<file path="config.mk">
export PLATFORM = sky130hd
export DESIGN_NAME = edge_threshold_stream_flat
export DESIGN_NICKNAME = d
export VERILOG_FILES = /design/src/rtl/edge_threshold_stream_if.sv /design/src/rtl/edge_threshold_stream.sv /design/src/flat_wrapper.sv
export SDC_FILE = /design/constraint.sdc
export NUM_CORES = 1
export LEC_CHECK = 0
export ABC_AREA = 0
export CAP_MARGIN = 10
export CORE_MARGIN = 4
export CORE_UTILIZATION = 35
export CTS_CLUSTER_SIZE = 25
export DETAILED_ROUTE_END_ITERATION = 10
export SYNTH_ARGS = -nofsm -noshare
export SYNTH_HDL_FRONTEND = slang
export SYNTH_SLANG_ARGS = --single-unit
</file>
<file path="constraint.sdc">
create_clock -name clk -period 10.7 [get_ports clk]
set_clock_uncertainty 0.05 [all_clocks]
set_input_delay 3.21 -clock clk [delete_from_list [all_inputs] [get_ports clk]]
set_output_delay 3.21 -clock clk [all_outputs]
set_load 0.02 [all_outputs]
</file>
<file path="src/rtl/edge_threshold_stream_if.sv">
// Output stream port of the edge threshold stage.
// Carries one thresholded pixel per transfer plus frame-boundary tags.
//   out_data  : thresholded pixel (PIXEL_BITS)
//   out_valid : source holds a pixel
//   out_ready : sink takes the pixel this cycle
//   out_sop   : pixel is (0,0) of a frame
//   out_eop   : pixel is (W-1,H-1) of a frame
// master = the producing stage, slave = the display/packet writer.
interface edge_threshold_stream_if #(
    parameter int PIXEL_BITS = 8
);
    logic [PIXEL_BITS-1:0] out_data;
    logic                  out_valid;
    logic                  out_ready;
    logic                  out_sop;
    logic                  out_eop;

    modport master (
        output out_data,
        output out_valid,
        output out_sop,
        output out_eop,
        input  out_ready
    );

    modport slave (
        input  out_data,
        input  out_valid,
        input  out_sop,
        input  out_eop,
        output out_ready
    );
endinterface

</file>
<file path="src/rtl/edge_threshold_stream.sv">
// Edge threshold stage of the Sobel stream.
// Thresholds each incoming gradient magnitude, tags frame start/end from
// internal x/y counters, buffers results in a first-word-fall-through FIFO
// behind a ready/valid source port and reports the per-frame edge count.
// Ports:
//   clk, reset        : single clock, asynchronous active-high reset
//   pixel_in/_valid   : magnitude stream, no backpressure
//   threshold, mode   : frame parameters, latched at pixel (0,0)
//   out_if (master)   : out_data/out_valid/out_ready/out_sop/out_eop
//   edge_count        : edge pixels in the last completed frame
//   edge_count_valid  : one-cycle pulse when edge_count updates
//   overflow          : sticky, a result was dropped on a full FIFO
module edge_threshold_stream #(
    parameter int IMG_WIDTH  = 640,
    parameter int IMG_HEIGHT = 480,
    parameter int PIXEL_BITS = 8,
    parameter int FIFO_DEPTH = 16
) (
    input  logic                  clk,
    input  logic                  reset,
    input  logic [PIXEL_BITS-1:0] pixel_in,
    input  logic                  pixel_in_valid,
    input  logic [PIXEL_BITS-1:0] threshold,
    input  logic                  mode,
    edge_threshold_stream_if.master out_if,
    output logic [$clog2(IMG_WIDTH*IMG_HEIGHT+1)-1:0] edge_count,
    output logic                  edge_count_valid,
    output logic                  overflow
);
    localparam int XW = (IMG_WIDTH  > 1) ? $clog2(IMG_WIDTH)  : 1;
    localparam int YW = (IMG_HEIGHT > 1) ? $clog2(IMG_HEIGHT) : 1;
    localparam int CW = $clog2(IMG_WIDTH*IMG_HEIGHT+1);
    localparam int AW = $clog2(FIFO_DEPTH);
    localparam int EW = PIXEL_BITS + 2;

    localparam logic [XW-1:0]         X_LAST   = XW'(IMG_WIDTH - 1);
    localparam logic [YW-1:0]         Y_LAST   = YW'(IMG_HEIGHT - 1);
    localparam logic [PIXEL_BITS-1:0] ALL_ONES = {PIXEL_BITS{1'b1}};

    // Position and active frame parameters
    logic [XW-1:0]         x_r;
    logic [YW-1:0]         y_r;
    logic [PIXEL_BITS-1:0] thr_active_r;
    logic                  mode_active_r;

    // Stage register S1
    logic [PIXEL_BITS-1:0] s1_data_r;
    logic                  s1_sop_r;
    logic                  s1_eop_r;
    logic                  s1_edge_r;
    logic                  s1_valid_r;

    // FIFO storage; pointers carry one wrap bit to tell full from empty
    logic [EW-1:0]         fifo_mem_r [FIFO_DEPTH];
    logic [AW:0]           wr_ptr_r;
    logic [AW:0]           rd_ptr_r;

    logic [CW-1:0]         edge_acc_r;
    logic                  overflow_r;
    logic [CW-1:0]         edge_count_r;
    logic                  edge_count_valid_r;

    // Combinational helpers
    logic                  frame_start_s;
    logic                  x_last_s;
    logic                  y_last_s;
    logic [PIXEL_BITS-1:0] thr_use_s;
    logic                  mode_use_s;
    logic                  is_edge_s;
    logic [PIXEL_BITS-1:0] data_s;
    logic                  fifo_empty_s;
    logic                  fifo_full_s;
    logic                  rd_en_s;
    logic                  wr_en_s;
    logic                  drop_s;
    logic [EW-1:0]         head_s;

    // Threshold decision; at frame start the fresh parameters apply to pixel (0,0) itself
    always_comb begin
        frame_start_s = (x_r == '0) && (y_r == '0);
        x_last_s      = (x_r == X_LAST);
        y_last_s      = (y_r == Y_LAST);
        if (frame_start_s) begin
            thr_use_s  = threshold;
            mode_use_s = mode;
        end else begin
            thr_use_s  = thr_active_r;
            mode_use_s = mode_active_r;
        end
        is_edge_s = (pixel_in >= thr_use_s);
        if (!is_edge_s) begin
            data_s = '0;
        end else if (mode_use_s) begin
            data_s = pixel_in;
        end else begin
            data_s = ALL_ONES;
        end
    end

    // Pixel position counters and per-frame parameter latch
    always_ff @(posedge clk or posedge reset) begin
        if (reset) begin
            x_r           <= '0;
            y_r           <= '0;
            thr_active_r  <= '0;
            mode_active_r <= 1'b0;
        end else if (pixel_in_valid) begin
            if (frame_start_s) begin
                thr_active_r  <= threshold;
                mode_active_r <= mode;
            end
            if (x_last_s) begin
                x_r <= '0;
                y_r <= y_last_s ? '0 : (y_r + YW'(1));
            end else begin
                x_r <= x_r + XW'(1);
            end
        end
    end

    // S1 stage register
    always_ff @(posedge clk or posedge reset) begin
        if (reset) begin
            s1_valid_r <= 1'b0;
            s1_data_r  <= '0;
            s1_sop_r   <= 1'b0;
            s1_eop_r   <= 1'b0;
            s1_edge_r  <= 1'b0;
        end else begin
            s1_valid_r <= pixel_in_valid;
            if (pixel_in_valid) begin
                s1_data_r <= data_s;
                s1_sop_r  <= frame_start_s;
                s1_eop_r  <= x_last_s && y_last_s;
                s1_edge_r <= is_edge_s;
            end
        end
    end

    // FIFO status and handshake; a read frees the slot the same cycle so a full FIFO still accepts
    always_comb begin
        fifo_empty_s = (wr_ptr_r == rd_ptr_r);
        fifo_full_s  = (wr_ptr_r[AW] != rd_ptr_r[AW]) &&
                       (wr_ptr_r[AW-1:0] == rd_ptr_r[AW-1:0]);
        rd_en_s      = !fifo_empty_s && out_if.out_ready;
        wr_en_s      = s1_valid_r && (!fifo_full_s || rd_en_s);
        drop_s       = s1_valid_r && fifo_full_s && !rd_en_s;
        head_s       = fifo_mem_r[rd_ptr_r[AW-1:0]];
    end

    // FIFO storage and pointers
    always_ff @(posedge clk or posedge reset) begin
        if (reset) begin
            wr_ptr_r <= '0;
            rd_ptr_r <= '0;
            for (int i = 0; i < FIFO_DEPTH; i++) begin
                fifo_mem_r[i] <= '0;
            end
        end else begin
            if (wr_en_s) begin
                fifo_mem_r[wr_ptr_r[AW-1:0]] <= {s1_sop_r, s1_eop_r, s1_data_r};
                wr_ptr_r <= wr_ptr_r + (AW+1)'(1);
            end
            if (rd_en_s) begin
                rd_ptr_r <= rd_ptr_r + (AW+1)'(1);
            end
        end
    end

    // Sticky overflow flag
    always_ff @(posedge clk or posedge reset) begin
        if (reset) begin
            overflow_r <= 1'b0;
        end else if (drop_s) begin
            overflow_r <= 1'b1;
        end
    end

    // Edge accumulator; counts every edge pixel regardless of FIFO drops
    always_ff @(posedge clk or posedge reset) begin
        if (reset) begin
            edge_acc_r         <= '0;
            edge_count_r       <= '0;
            edge_count_valid_r <= 1'b0;
        end else begin
            edge_count_valid_r <= 1'b0;
            if (s1_valid_r) begin
                if (s1_eop_r) begin
                    edge_count_r       <= edge_acc_r + {{(CW-1){1'b0}}, s1_edge_r};
                    edge_count_valid_r <= 1'b1;
                    edge_acc_r         <= '0;
                end else begin
                    edge_acc_r <= edge_acc_r + {{(CW-1){1'b0}}, s1_edge_r};
                end
            end
        end
    end

    // Output drive; head fields forced to zero while the FIFO is empty
    always_comb begin
        out_if.out_valid = !fifo_empty_s;
        if (fifo_empty_s) begin
            out_if.out_sop  = 1'b0;
            out_if.out_eop  = 1'b0;
            out_if.out_data = '0;
        end else begin
            out_if.out_sop  = head_s[EW-1];
            out_if.out_eop  = head_s[EW-2];
            out_if.out_data = head_s[PIXEL_BITS-1:0];
        end
    end

    assign edge_count       = edge_count_r;
    assign edge_count_valid = edge_count_valid_r;
    assign overflow         = overflow_r;
endmodule
</file>
<file path="src/flat_wrapper.sv">
// flat-port wrapper written by rule: the top's interface ports become plain ports
module edge_threshold_stream_flat 
#(
    parameter int IMG_WIDTH  = 640,
    parameter int IMG_HEIGHT = 480,
    parameter int PIXEL_BITS = 8,
    parameter int FIFO_DEPTH = 16
)
  (clk, reset, pixel_in, pixel_in_valid, threshold, mode, edge_count, edge_count_valid, overflow, out_if_out_data, out_if_out_valid, out_if_out_sop, out_if_out_eop, out_if_out_ready);
  edge_threshold_stream_if #(.PIXEL_BITS(PIXEL_BITS)) out_if_i ();
  input  logic clk;
  input  logic reset;
  input  logic [PIXEL_BITS-1:0] pixel_in;
  input  logic pixel_in_valid;
  input  logic [PIXEL_BITS-1:0] threshold;
  input  logic mode;
  output logic [$clog2(IMG_WIDTH*IMG_HEIGHT+1)-1:0] edge_count;
  output logic edge_count_valid;
  output logic overflow;
  output wire logic [$bits(out_if_i.out_data)-1:0] out_if_out_data;
  output wire logic [$bits(out_if_i.out_valid)-1:0] out_if_out_valid;
  output wire logic [$bits(out_if_i.out_sop)-1:0] out_if_out_sop;
  output wire logic [$bits(out_if_i.out_eop)-1:0] out_if_out_eop;
  input wire logic [$bits(out_if_i.out_ready)-1:0] out_if_out_ready;
  assign out_if_out_data = out_if_i.out_data;
  assign out_if_out_valid = out_if_i.out_valid;
  assign out_if_out_sop = out_if_i.out_sop;
  assign out_if_out_eop = out_if_i.out_eop;
  assign out_if_i.out_ready = out_if_out_ready;
  edge_threshold_stream #(.IMG_WIDTH(IMG_WIDTH), .IMG_HEIGHT(IMG_HEIGHT), .PIXEL_BITS(PIXEL_BITS), .FIFO_DEPTH(FIFO_DEPTH)) u_core (.clk(clk), .reset(reset), .pixel_in(pixel_in), .pixel_in_valid(pixel_in_valid), .threshold(threshold), .mode(mode), .out_if(out_if_i), .edge_count(edge_count), .edge_count_valid(edge_count_valid), .overflow(overflow));
endmodule
</file>
Yosys cells after proc, flatten, opt, wreduce, memory -nomap -nowiden

Index checks and enable logic that the tools add are counted.

Flip-flop bits (word level): 250
Input port bits: 21
Logic and storage cells: 81

Add/sub/neg operators: 5
$lt $le $gt $ge: 4
Equal/unequal tests: 5
Mux-type cells: 18
Bitwise logic cells: 2
Reductions and logical operators: 16

Operator list:

| cell                  | count |
|---|---|
| $bwmux 160            | 1 |
| $bmux 10 s4           | 1 |
| $demux 10 s4          | 1 |
| $mux 10               | 4 |
| $mux 8                | 4 |
| $add 19x1->19         | 1 |
| $mux 19               | 1 |
| $add 10x1->10 const B | 1 |
| $add 5x1->5 const B   | 2 |
| $eq 10x10->1 const B  | 1 |
| $ge 5x5->1 const B    | 2 |
| $logic_not 10->1      | 1 |
| $not 4->5             | 2 |
| $add 9x1->9 const B   | 1 |
| $eq 9x9->1 const B    | 1 |
| $logic_not 9->1       | 1 |
| $mux 9                | 1 |
| $ge 8x8->1            | 1 |
| $logic_and 1x1->1     | 8 |
| $eq 5x5->1            | 1 |
| $lt 5x1->1 const B    | 1 |
| $mux 1                | 5 |
| $eq 4x4->1            | 1 |
| $reduce_and 2->1      | 2 |
| other kinds (3)       | 5 |

Longest topological paths before layout

Depth in word-level cells: 6
Gate-level depth with buffers: 13
Mapped depth without buffers: 12

Worst setup path after synthesis

OpenSTA, ideal clock, no wires.

Path kind: reg2out
Start: reg u_core.rd_ptr_r[0]
End: out out_if_out_data[7]
Data arrival time: 1.946 ns
Setup slack: 5.494 ns
Stages on the path, launching flop included: 7
Path through: dfrtp_1 -> buf_2 -> buf_2 -> buf_2 -> mux4_2 -> o22ai_1 -> nor3_1

Word-level cells in the longest chain between the ends: 5
Elaborated cells on any way between the ends: 6
Those cells by class: eq/ne: 1; mux: 4; bitwise: 1

Ends and longest elaborated chain:

| what                                       | RTL line                     | text |
|---|---|---|
| start, declared                            | edge_threshold_stream.sv:56  | `logic [AW:0] rd_ptr_r;` |
| start signal, assigned                     | edge_threshold_stream.sv:165 | `rd_ptr_r <= rd_ptr_r + (AW+1)'(1);` |
| $not 4->5 (implied by the code)            | edge_threshold_stream.sv:148 | `head_s = fifo_mem_r[rd_ptr_r[AW-1:0]];` |
| $bmux 10 s4                                | edge_threshold_stream.sv:148 |  |
| $mux 10 (implied by the code) (2 in a row) | edge_threshold_stream.sv:148 |  |
| $mux 8 (*)                                 | edge_threshold_stream.sv:202 | `if (fifo_empty_s) begin` |
| end, declared                              | flat_wrapper.sv:20           | `output wire logic [$bits(out_if_i.out_data)-1:0] out_if_out_data;` |

Every way passes the cells marked *; elsewhere a longest branch is shown, timed or not. The select of a mux whose other input is x is not followed.

Final worst setup path

Start: reg u_core.rd_ptr_r[0]
End: out out_if_out_data[5]

Same word-level chain as after synthesis.

==> impl_metrics.json <==
{
  "ys.flop_type": "dfrtp_1",
  "grt_pass1_wl_um": 43900,
  "hpwl_um": 16700,
  "r2r_cells": 13,
  "pwr_density_cell_mw_per_mm2": 263,
  "htreeDepth": 1,
  "synth_edf_count": 0,
  "hold_class": "register to register",
  "drive_gt1_share_pct": 30.0,
  "ys_warn_count": 0,
  "critPathMaxStageDelay_ns": 0.69,
  "tightest_slew_ns": 1.15,
  "hold_viol": 0,
  "cp.arrival_ns": 3.52,
  "path_max_fanout": 44,
  "power_mw": 3.64,
  "insertion_delay_ns": 0.55,
  "cp_num_buf_inv": 2,
  "synth_area_per_cell_um2": 13.1,
  "internal_power_mw": 2.49,
  "power.combinational.fraction_pct": 33.4,
  "setup_viol": 0,
  "via_per_inst": 5.15,
  "finalSetupTns_ns": 0,
  "die_w_um": 193,
  "first_pass_iters": 6,
  "final_area_mm2": 0.0138,
  "antenna_found_initial": 0,
  "preCtsSetupSlack_ns": 4.46,
  "cts_resized": 0,
  "max_freq_ghz": 0.147,
  "syn-instance-count": 911,
  "p_sw_mw": 1.15,
  "final_util_pct": 41.3,
  "slew_headroom_pct": 22.4,
  "synth_cell_types": 49,
  "seqCellArea_mm2": 0.00626,
  "antenna_left": 0,
  "cts_setup_buffers": 0,
  "dp.cells": 1374,
  "cap_viol_max_count": 0,
  "vias": 7328,
  "coreArea_mm2": 0.0335,
  "dieArea_mm2": 0.0371,
  "cts_tree": "done",
  "cts_buffers": 28,
  "grt_start_max_net_pins": 140,
  "min_path_cells": 1,
  "power_frac_seq_pct": 39.7,
  "place_area_mm2": 0.0129,
  "gp_congestion": 0.714,
  "pwr-share-clk_pct": 26.9,
  "syn_area_mm2": 0.0119,
  "n_fill_cell": 3190,
  "leakage_nw": 5.74,
  "synthArstFlopShare_pct": 100,
  "nets": 996,
  "setup_ws_ns": 3.92,
  "cp_slowest_cell": "clkdlybuf4s50_1",
  "syn_to_final_growth_pct": 16.1,
  "syn_nets": 951,
  "hold_buffers": 0,
  "drtIter0Drc": 375,
  "slew_violations": 0,
  "min_period_ns": 6.78,
  "start_util_pct": 35.6,
  "dieHeight_um": 193,
  "grt_overflow": 0,
  "multi_input_area_mm2": 0.00532,
  "path_cells": "buf_4, xnor2_1, nand4_1, and2b_1, nor3_1, clkdlybuf4s50_1",
  "n_antenna_cell": 0,
  "synth-seq-area-share_pct": 52.5,
  "root_buffer": "clkbuf_16",
  "clock_path_buffers": 3,
  "drt-total-wl_um": 27000,
  "status": "completed",
  "fin_cells": 1422,
  "rsz0062_at_grt": "no",
  "drc": 0,
  "io_buffers": 52,
  "io-pin-count": 53,
  "clk_pin_slew_ns": 0.06,
  "cts.sinks": 250,
  "irDropWorstVdd_mv": 0.186,
  "r2r_slack_ns": 7.10,
  "ys_ff_latch": 250,
  "switching_share_pct": 31.6,
  "end_kind": "output port",
  "std_cell_rows": 67,
  "min_period_over_period_pct": 63.4,
  "whs_ns": 0.407,
  "critPathTopFamily": "buffers and inverters",
  "critPathRequiredTime_ns": 7.44,
  "crit_type": "register to output port",
  "track_usage_pct": 15.0,
  "startpoint_type": "register",
  "path_depth": 6,
  "routedWlPerCell_um": 19.0,
  "grt_pass1_vias": 7760
}
-- state kept, by name (all words and copies together), names as in the netlist --
register and cells:
u_core.fifo_mem_r 160, u_core.edge_acc_r 19, u_core.edge_count 19, u_core.x_r 10
u_core.y_r 9, u_core.s1_data_r 8, u_core.thr_active_r 8, u_core.rd_ptr_r 5
u_core.wr_ptr_r 5, u_core.edge_count_valid 1, u_core.mode_active_r 1, u_core.overflow 1
u_core.s1_edge_r 1, u_core.s1_eop_r 1, u_core.s1_sop_r 1, u_core.s1_valid_r 1
-- layout by cell type, fill, tap and decap left out, types with 3 or more instances in the layout --
cell type	n
nand2b_1	6
ha_1	19
mux2_2	175
o22ai_1	29
nand4_1	9
nor3_2	6
nand2_1	51
clkbuf_8	6
buf_4	14
bufinv_16	3
mux2i_1	16
o31ai_1	3
clkinv_2	3
o21ai_0	26
nor4_4	4
nor4_1	6
nand3_1	12
nor3_1	24
clkdlybuf4s50_1	52
a21oi_1	17
clkbuf_1	7
clkbuf_16	28
nor2b_1	12
inv_1	33
o2bb2ai_1	5
xor2_1	10
a211oi_1	10
nor2_1	33
xnor2_1	29
nor3_4	7
dfrtp_1	249
mux4_2	40
-- cell families (layout without fill, tap and decap cells) --
group	count (synthesis)	count (layout)	synth area share, %
AND/OR/NAND/NOR	186	186	8.92
buffers and inverters	85	148	3.04
XOR/XNOR	39	39	2.86
adder cells (fa/ha/maj)	19	19	1.99
flip-flops	250	250	52.5
multiplexers	231	231	25.4
AO/OA/AOI/OAI	101	101	5.28
-- final timing paths --
check	start	end
worst max-delay path	u_core.rd_ptr_r[0]	out_if_out_data[5]
worst min-delay path	u_core.overflow	u_core.overflow
worst max register to register	u_core.y_r[0]	u_core.s1_edge_r
worst min register to register	u_core.overflow	u_core.overflow
max in group asynchronous	reset	u_core.fifo_mem_r[150]
min in group asynchronous	reset	u_core.edge_count[17]
-- final cells by class --
class,instances,area share (%)
clock buffer,41,5.85
clock inverter,7,0.976
inverter,34,0.976
multi-input combinational,576,38.4
sequential,250,45.2
tap,448,4.05
timing repair buffer,66,4.52
-- power by group through the flow --
stage | Sequential, mW | Combinational, mW | Clock (mW)
floorplan | 1.37 | 0.957 | 0
global placement | 1.45 | 1.21 | 0
detailed placement | 1.46 | 1.23 | 0
CTS | 1.44 | 1.24 | 1.01
global route | 1.48 | 1.33 | 1.05
finish | 1.44 | 1.22 | 0.978
-- layer usage --
metal	GRT usage [%]	wire (um)	up-vias
li1	-	-	3418
met1	22.1	13000	3768
met2	23.8	12400	118
met3	1.97	1190	24
met4	3.02	330	0
met5	0	0	-
-- cells in the mapped netlist (16+ instances only) --
cell / n / area [um^2]
dfrtp_1: 250 / 6260
mux2_2: 175 / 1970
nand2_1: 51 / 191
mux4_2: 40 / 901
inv_1: 34 / 128
clkbuf_1: 33 / 124
nor2_1: 33 / 124
o22ai_1: 29 / 181
xnor2_1: 29 / 254
o21ai_0: 26 / 130
nor3_1: 25 / 125
ha_1: 19 / 238
a21oi_1: 17 / 85.1
mux2i_1: 16 / 160
(Power assumes the default switching activity.)
